`config.mk`:
```
export PLATFORM = sky130hd
export DESIGN_NAME = pll_lock_ctrl
export DESIGN_NICKNAME = d
export VERILOG_FILES = /design/src/rtl/pll_lock_ctrl.sv
export SDC_FILE = /design/constraint.sdc
export NUM_CORES = 1
export LEC_CHECK = 0
export CAP_MARGIN = 30
export CORE_MARGIN = 1
export CORE_UTILIZATION = 35
export CTS_CLUSTER_DIAMETER = 30
export DETAILED_ROUTE_END_ITERATION = 7
export GPL_ROUTABILITY_DRIVEN = 0
export GPL_TIMING_DRIVEN = 0
export PLACE_DENSITY = 0.6
export SYNTH_ARGS = -nofsm -noshare
export SYNTH_HDL_FRONTEND = slang
export SYNTH_SLANG_ARGS = --single-unit
```
`constraint.sdc`:
```
create_clock -name clk -period 4.7 [get_ports clk]
set_clock_uncertainty 0.1 [all_clocks]
set_input_delay 0.705 -clock clk [delete_from_list [all_inputs] [get_ports clk]]
set_output_delay 0.705 -clock clk [all_outputs]
set_load 0.02 [all_outputs]
```
`src/rtl/pll_lock_ctrl.sv`:
```
// PLL lock sequencer: waits for a stable reference period, settles, then asserts lock.
// Define PLL_LOSS_OF_LOCK_EN to drop lock on a period mismatch; otherwise LOCK is sticky.
module pll_lock_ctrl #(
  parameter int unsigned STABLE_CNT = 4,
  parameter int unsigned LOCK_CNT   = 64,
  parameter int unsigned TOL_1000   = 0
) (
  input  logic        clk,
  input  logic        RST,
  input  logic        PWRDWN,
  input  logic [31:0] ref_period_1000,
  output logic        period_stable,
  output logic        gen_rst,
  output logic        locked,
  output logic [2:0]  state
);

  typedef enum logic [2:0] {
    ST_OFF     = 3'd0,
    ST_IDLE    = 3'd1,
    ST_MEASURE = 3'd2,
    ST_SETTLE  = 3'd3,
    ST_LOCK    = 3'd4
  } state_t;

  localparam logic [7:0]  STABLE_MAX = 8'(STABLE_CNT);
  localparam logic [15:0] LOCK_MAX   = 16'(LOCK_CNT);
  localparam logic [32:0] TOL        = 33'(TOL_1000);

  state_t      r_state, w_next;
  logic [7:0]  r_stable_cnt, w_stable_nx;
  logic [15:0] r_lock_cnt, w_lock_nx;
  logic [31:0] r_prev;
  logic        r_period_stable, r_locked, r_gen_rst;

  logic [32:0] w_a, w_b, w_diff;
  logic        w_match;

  // Widened to 33 bits so the absolute difference never wraps.
  assign w_a     = {1'b0, ref_period_1000};
  assign w_b     = {1'b0, r_prev};
  assign w_diff  = (w_a >= w_b) ? (w_a - w_b) : (w_b - w_a);
  assign w_match = (ref_period_1000 != '0) && (r_prev != '0) && (w_diff <= TOL);

  always_comb begin
    w_next      = r_state;
    w_stable_nx = r_stable_cnt;
    w_lock_nx   = r_lock_cnt;
    if (RST) begin
      w_next      = ST_IDLE;
      w_stable_nx = '0;
      w_lock_nx   = '0;
    end else if (PWRDWN) begin
      w_next      = ST_OFF;
      w_stable_nx = '0;
      w_lock_nx   = '0;
    end else begin
      case (r_state)
        ST_OFF: begin
          w_next = ST_IDLE;
        end
        ST_IDLE: begin
          w_next      = ST_MEASURE;
          w_stable_nx = '0;
          w_lock_nx   = '0;
        end
        ST_MEASURE: begin
          if (w_match) begin
            if (r_stable_cnt != STABLE_MAX) w_stable_nx = r_stable_cnt + 8'd1;
            if (w_stable_nx == STABLE_MAX) w_next = ST_SETTLE;
          end else begin
            w_stable_nx = '0;
          end
        end
        ST_SETTLE: begin
          if (!w_match) begin
            w_next      = ST_MEASURE;
            w_stable_nx = '0;
            w_lock_nx   = '0;
          end else begin
            w_lock_nx = r_lock_cnt + 16'd1;
            if (w_lock_nx == LOCK_MAX) w_next = ST_LOCK;
          end
        end
        ST_LOCK: begin
`ifdef PLL_LOSS_OF_LOCK_EN
          if (!w_match) begin
            w_next      = ST_MEASURE;
            w_stable_nx = '0;
            w_lock_nx   = '0;
          end
`else
          w_next = ST_LOCK;
`endif
        end
        default: begin
          w_next      = ST_IDLE;
          w_stable_nx = '0;
          w_lock_nx   = '0;
        end
      endcase
    end
  end

  always_ff @(posedge clk) begin
    if (RST) begin
      r_state      <= ST_IDLE;
      r_stable_cnt <= '0;
      r_lock_cnt   <= '0;
      r_prev       <= '0;
    end else begin
      r_state      <= w_next;
      r_stable_cnt <= w_stable_nx;
      r_lock_cnt   <= w_lock_nx;
      if (r_state != ST_OFF && r_state != ST_IDLE) r_prev <= ref_period_1000;
    end
  end

  // Outputs are registered from the next state so they always agree with r_state.
  always_ff @(posedge clk) begin
    if (RST) begin
      r_period_stable <= 1'b0;
      r_locked        <= 1'b0;
      r_gen_rst       <= 1'b1;
    end else begin
      r_period_stable <= (w_next == ST_SETTLE) || (w_next == ST_LOCK);
      r_locked        <= (w_next == ST_LOCK);
      r_gen_rst       <= (w_next == ST_OFF) || (w_next == ST_IDLE) || (w_next == ST_MEASURE);
    end
  end

  assign period_stable = r_period_stable;
  assign locked        = r_locked;
  assign gen_rst       = r_gen_rst;
  assign state         = r_state;

endmodule

```
== After elaboration in Yosys (flattened, before gate mapping) ==
Cells that the tools add are included.
Widths: inputs -> output; s select.

* Register bits after elaboration: 62
* Output and inout port bits: 6
* Word-level logic and storage cells: 60
* Input port bits: 35

* Reduce and logical (&&, ||, !) cells: 15
* Add/sub/neg operators: 4
* Equal/unequal tests: 13
* Bitwise gates (word level): 1
* Order comparisons: 2
* Muxes and demuxes: 18

{| class="wikitable"
|+ Operator list
! operator !! count
|-
| $sub 32x32->33 || 2
|-
| $reduce_bool 32->1 || 2
|-
| $mux 8 || 7
|-
| $le 33x1->1 const B || 1
|-
| $mux 33 || 1
|-
| $ge 32x32->1 || 1
|-
| $pmux 16 s2 || 1
|-
| $pmux 8 s3 || 1
|-
| $mux 3 || 6
|-
| $add 16x1->16 const B || 1
|-
| $eq 16x7->1 const B || 1
|-
| $mux 16 || 1
|-
| $eq 3x2->1 const B || 4
|-
| $pmux 3 s4 || 1
|-
| $add 8x1->8 const B || 1
|-
| $eq 8x3->1 const B || 1
|-
| $ne 8x3->1 const B || 1
|-
| $eq 3x1->1 const B || 2
|-
| $eq 3x3->1 const B || 2
|-
| $logic_not 3->1 || 2
|-
| $reduce_or 2->1 || 2
|-
| $logic_and 1x1->1 || 3
|-
| $logic_or 1x1->1 || 3
|-
| $ne 3x1->1 const B || 1
|-
| 5 further kinds || 5
|}

== Depth between registers and ports, before layout ==
* Depth after elaboration: 17
* Mapped depth: 16
* Gate-level depth less buffers: 12

== Least setup slack after synthesis ==
No wires, ideal clock.

* Kind: input to register
* Start: input ref_period_1000[5]
* End: register r_state[1] (netlist: state[1])
* Cell stages on the path: 14
* Arrival: 3,241 ps
* Library setup time: 115 ps
* Data required time: 4,485 ps
* Path slack: 1,243 ps
* Path buffers: 2
* Cell sequence: inv_1 ha_1 buf_6 a21oi_1 o21ai_1 a21oi_1 o211ai_1 xnor2_1 a2111oi_0 nand4_1 a2bb2oi_1 buf_2 nand4_2 and3_1

* Longest elaborated chain between the ends: 8
* Elaborated cells between the ends (all ways): 13
* Those cells by class: 2 x add/sub; 2 x order compare; 6 x mux; 3 x reduce/logical

{| class="wikitable"
|+ Ends and longest elaborated chain
! what !! RTL line !! RTL
|-
| from (decl) || 11 || <nowiki>input logic [31:0] ref_period_1000,</nowiki>
|-
| $sub 32x32->33 / $ge 32x32->1 (equally long branches) || 42 || <nowiki>assign w_diff = (w_a >= w_b) ? (w_a - w_b) : (w_b - w_a);</nowiki>
|-
| $mux 33 || 42 ||
|-
| $le 33x1->1 || 43 || <nowiki>assign w_match = (ref_period_1000 != '0) && (r_prev != '0) && (w_diff <= TOL);</nowiki>
|-
| $logic_and 1x1->1 (*) || 43 ||
|-
| $mux 3, on equally long branches || 76, 68 ||
|-
| $pmux 3 s4 (*) || 58 || <nowiki>case (r_state)</nowiki>
|-
| $mux 3 (*) || 53 || <nowiki>end else if (PWRDWN) begin</nowiki>
|-
| $mux 3 (*) || 49 || <nowiki>if (RST) begin</nowiki>
|-
| to (signal assigned) || 112 || <nowiki>r_state <= w_next;</nowiki>
|-
| to (decl) || 30 || <nowiki>state_t r_state, w_next;</nowiki>
|}

Every way passes the cells marked *; elsewhere a longest branch is shown, timed or not.
A chain may end at the register's enable or synchronous reset.

== Worst setup path in the final report ==
* Start: input ref_period_1000[9]
* End: register r_state[1] (netlist: state[1])

The elaborated chain is that of the path after synthesis.

==> metrics.md <==
| Metric | Value |
|---|---|
| Final Slew Violations | 0 |
| Hold depth | 2 |
| Synth area leaders | dfxtp_1 (16%), ha_1 (11%), a21oi_1 (8.1%) |
| Worst path required time | 4.83 ns |
| Worst-skew pair later-pin latency | 0.34 ns |
| H-tree depth | 3 |
| Port bufs | 39 |
| Crit-path cells | clkdlybuf4s50_1 -> inv_1 -> ha_1 -> buf_6 -> a211oi_1 -> nor2_1 -> a21oi_1 -> o211ai_1 -> xnor2_1 -> a2111oi_0 -> nand4_1 -> a2bb2oi_2 -> clkbuf_4 -> nand4_2 -> and3_1 |
| Reg2reg path depth | 13 |
| Post-CTS Hold Fix Bufs | 0 |
| Largest stage delay on the critical path | 0.57 ns |
| Max frequency | 0.219 GHz |
| Post-route setup slack | 0.138 ns |
| Met3 GRT Util | 4.24% |
| Kind of cell adding the most delay to the critical path | compound AO/OA/AOI/OAI gates |
| Worst slew pin tran | 0.906 ns |
| Core Rows | 53 |
| Core footprint | 21200 um^2 |
| Setup crit start | ref_period_1000[9] |
| Vias | 8566 |
| Post-synthesis sequential area ratio | 16.3% |
| Unrepaired setup endpoints after global routing | no |
| Yosys warns | 0 |
| Hold Startpoint | r_lock_cnt[15]$_SDFFE_PP0N_ |
| Tmin final | 4.56 ns |
| Largest area contributor in the synthesized netlist | dfxtp_1 |
| Global-route wire length before repair | 41.7 mm |
| Post-Syn Instances | 1109 |
| Fillers | 2254 |
| Cell area after synthesis | 7620 um^2 |
| Die Area | 22400 um^2 |
| CP Capture Type | register |
| Hold endpoint | r_lock_cnt[15]$_SDFFE_PP0N_ |
| Most frequent cells after synthesis | nand2_1 (162), a21oi_1 (124), inv_1 (80), ha_1 (67), dfxtp_1 (62) |
| CP Launch Type | input pin |
| Fraction of registers with async set/reset | 0% |
| Critical path class | in -> reg |
| Met2 Usage GRT | 39.8% |
| Bufs on Longest Clock Path | 2 |
| CTS clk-pin slew, worst paths | 0.06 ns |
| Mapped Nets | 1211 |
| Num CTS Buffers | 9 |
| Flop-to-flop setup slack | 0.75 ns |
| WL/cell | 18.1 um |
| FF-to-FF Start | r_prev[4]$_SDFFE_PP0P_ |
| Distinct cell type count after synthesis | 85 |
| LEAKAGE | 3.26 nW |
| Total track usage | 23.6% |
| Worst VDD drop | 0.000169 V |
| Slowest-stage cell, CP | clkdlybuf4s50_1 |
| CTS tree | done |
| Final nets | 1265 |
| Die Y | 150 um |
| Number of flops mapped to enable cells by yosys | 0 |
| Routed vias/inst | 5.94 |
| Prevailing post-synth register cell | dfxtp_1 |
| IO Count | 41 |
| Most Crowded Layer GR | met2 |
| Synth top area share | 16.3% |
| Vias in the first global route | 7837 |
| Final period util | 97.1% |
| Layout cells sized above 1 | 8.13% |
| CTS Root Cell | clkbuf_16 |
| Setup WS pre-CTS | -0.229 ns |
| Worst endpoint data arrival time | 4.69 ns |
| Overflow after GRT | 0 |
| Largest net degree at the start of global routing | 14 |
| Synth-to-Final Area Change | 14.6% |
| Initial core utilization | 35.9% |
| Post-DP HPWL | 21.1 mm |
| Post-Route WL | 26.1 mm |
| Buffers and inverters on the worst path | 4 |
| Post-DRT Antenna Nets | 0 |
| Count leader, synth | nand2_1 |
| M1 GR Usage | 30.2% |
| DR iter-0 viols | 776 |
| Hold Vio Cnt, Final | 0 |
| TritonRoute pass-1 iters | 6 |
| Ant diodes | 0 |
| PD cells | 210 nW/um^2 |
| RR Endpoint | state[1]$_SDFF_PP0_ |
| MaxCap Viol Count | 0 |
| Number of synthesized register bits | 62 |
| Slew margin rel. | 39.5% |
| Run status | complete, no violations |
| Hold/Removal Path Class | reg -> reg |
| Power Total | 0.00183 W |
| Die W | 150 um |
| Crit-path max FO | 10 |
| Sink Count | 62 |
| Final setup viols | 0 |
| DR DRC count | 0 |
| Hold slack | 0.365 ns |
| Mean area per synthesized cell | 6.88 um^2 |
| Initial antenna violation count | 0 |
[metal layers]
metal | share of wire (%) | routed length [um]
met1 | 44 | 11400
met2 | 47 | 12300
met3 | 6.6 | 1730
met4 | 2.5 | 658
met5 | 0 | 0
[cell usage in the layout, fill, tap and decap left out, types with 18 or more instances in the layout]
master	netlist	layout
o2111ai_1	18	18
buf_2	20	19
ha_1	67	67
clkbuf_1	23	23
xnor2_1	21	21
nor3_1	34	33
clkdlybuf4s50_1	0	39
o21a_1	24	24
o21ai_0	59	58
nor4_1	35	33
nand2_1	162	162
nand3_1	33	33
inv_1	80	80
dfxtp_1	62	62
a21oi_1	124	121
nor2_1	61	61
nand4_1	36	36
[kinds of logic (layout without fill, tap and decap cells)]
group | Yosys count | count (layout) | share of synthesized area, %
xor+xnor | 34 | 34 | 3.91
mux | 5 | 5 | 0.673
simple gates | 443 | 443 | 29.1
flops | 62 | 62 | 16.3
fa+ha+maj | 67 | 67 | 11.0
buf+inv | 142 | 201 | 8.50
compound gates | 356 | 356 | 30.5
[how the worst max path moves through the flow]
stage,endpoint,slack [ns],depth (start not counted)
4_1_cts,state[1]$_SDFF_PP0_,0.12,14
5_1_grt,r_lock_cnt[1]$_SDFFE_PP0N_,0.01,16
3_5_place_dp,state[1]$_SDFF_PP0_,-0.23,14
2_1_floorplan,state[1]$_SDFF_PP0_,1.24,14
3_3_place_gp,state[1]$_SDFF_PP0_,-0.19,14
6_report,state[1]$_SDFF_PP0_,0.14,15
[registers in the layout (all words and copies together) (netlist names)]
register and count:
state 3, gen_rst 1, locked 1, period_stable 1, r_stable_cnt 8, r_prev 32
r_lock_cnt 16
[what timing repair did]
item	CTS	global route
setup endpoints to repair	0	30
resized for setup	0	14
setup buffers	0	4
[cell type report]
type | instances | area [um^2] | share of cell area (%)
well taps | 275 | 344 | 3.94
inverters | 80 | 300 | 3.44
clock buffers | 9 | 225 | 2.58
flip-flops and latches | 62 | 1240 | 14.2
clock inverters | 7 | 58.8 | 0.673
multi-input cells | 905 | 5800 | 66.3
repair buffers | 43 | 420 | 4.81
plain buffers | 62 | 350 | 4.01
[power by group]
part           switching [W]  leakage (nW)  total (W)  internal [W]
sequential         0.0000162         0.503   0.000555      0.000539
combinational       0.000414          2.62   0.000650      0.000236
clock               0.000266         0.133   0.000628      0.000362
[through the flow]
step                      util (%)  instances  TNS [ns]  cell area, um^2
after floorplan                  -       1109         0             7620
final                         41.2       1443         0             8740
after CTS                     40.7       1439         0             8640
after global routing          41.2       1443         0             8740
after global placement        39.4       1423     -3.65             8360
after detailed placement      39.4       1423     -4.40             8360
[worst register-to-register path, delay by kind of cell (launching register included)]
| family | cells | cell delay, ns |
|---|---|---|
| AOI/OAI and AO/OA | 5 | 1.34 |
| adders and majority gates | 1 | 0.34 |
| buffers and inverters | 2 | 0.51 |
| DFF | 1 | 0.41 |
| and+or+nand+nor | 5 | 1.13 |
Note: power is estimated with default switching activity, not from simulation.
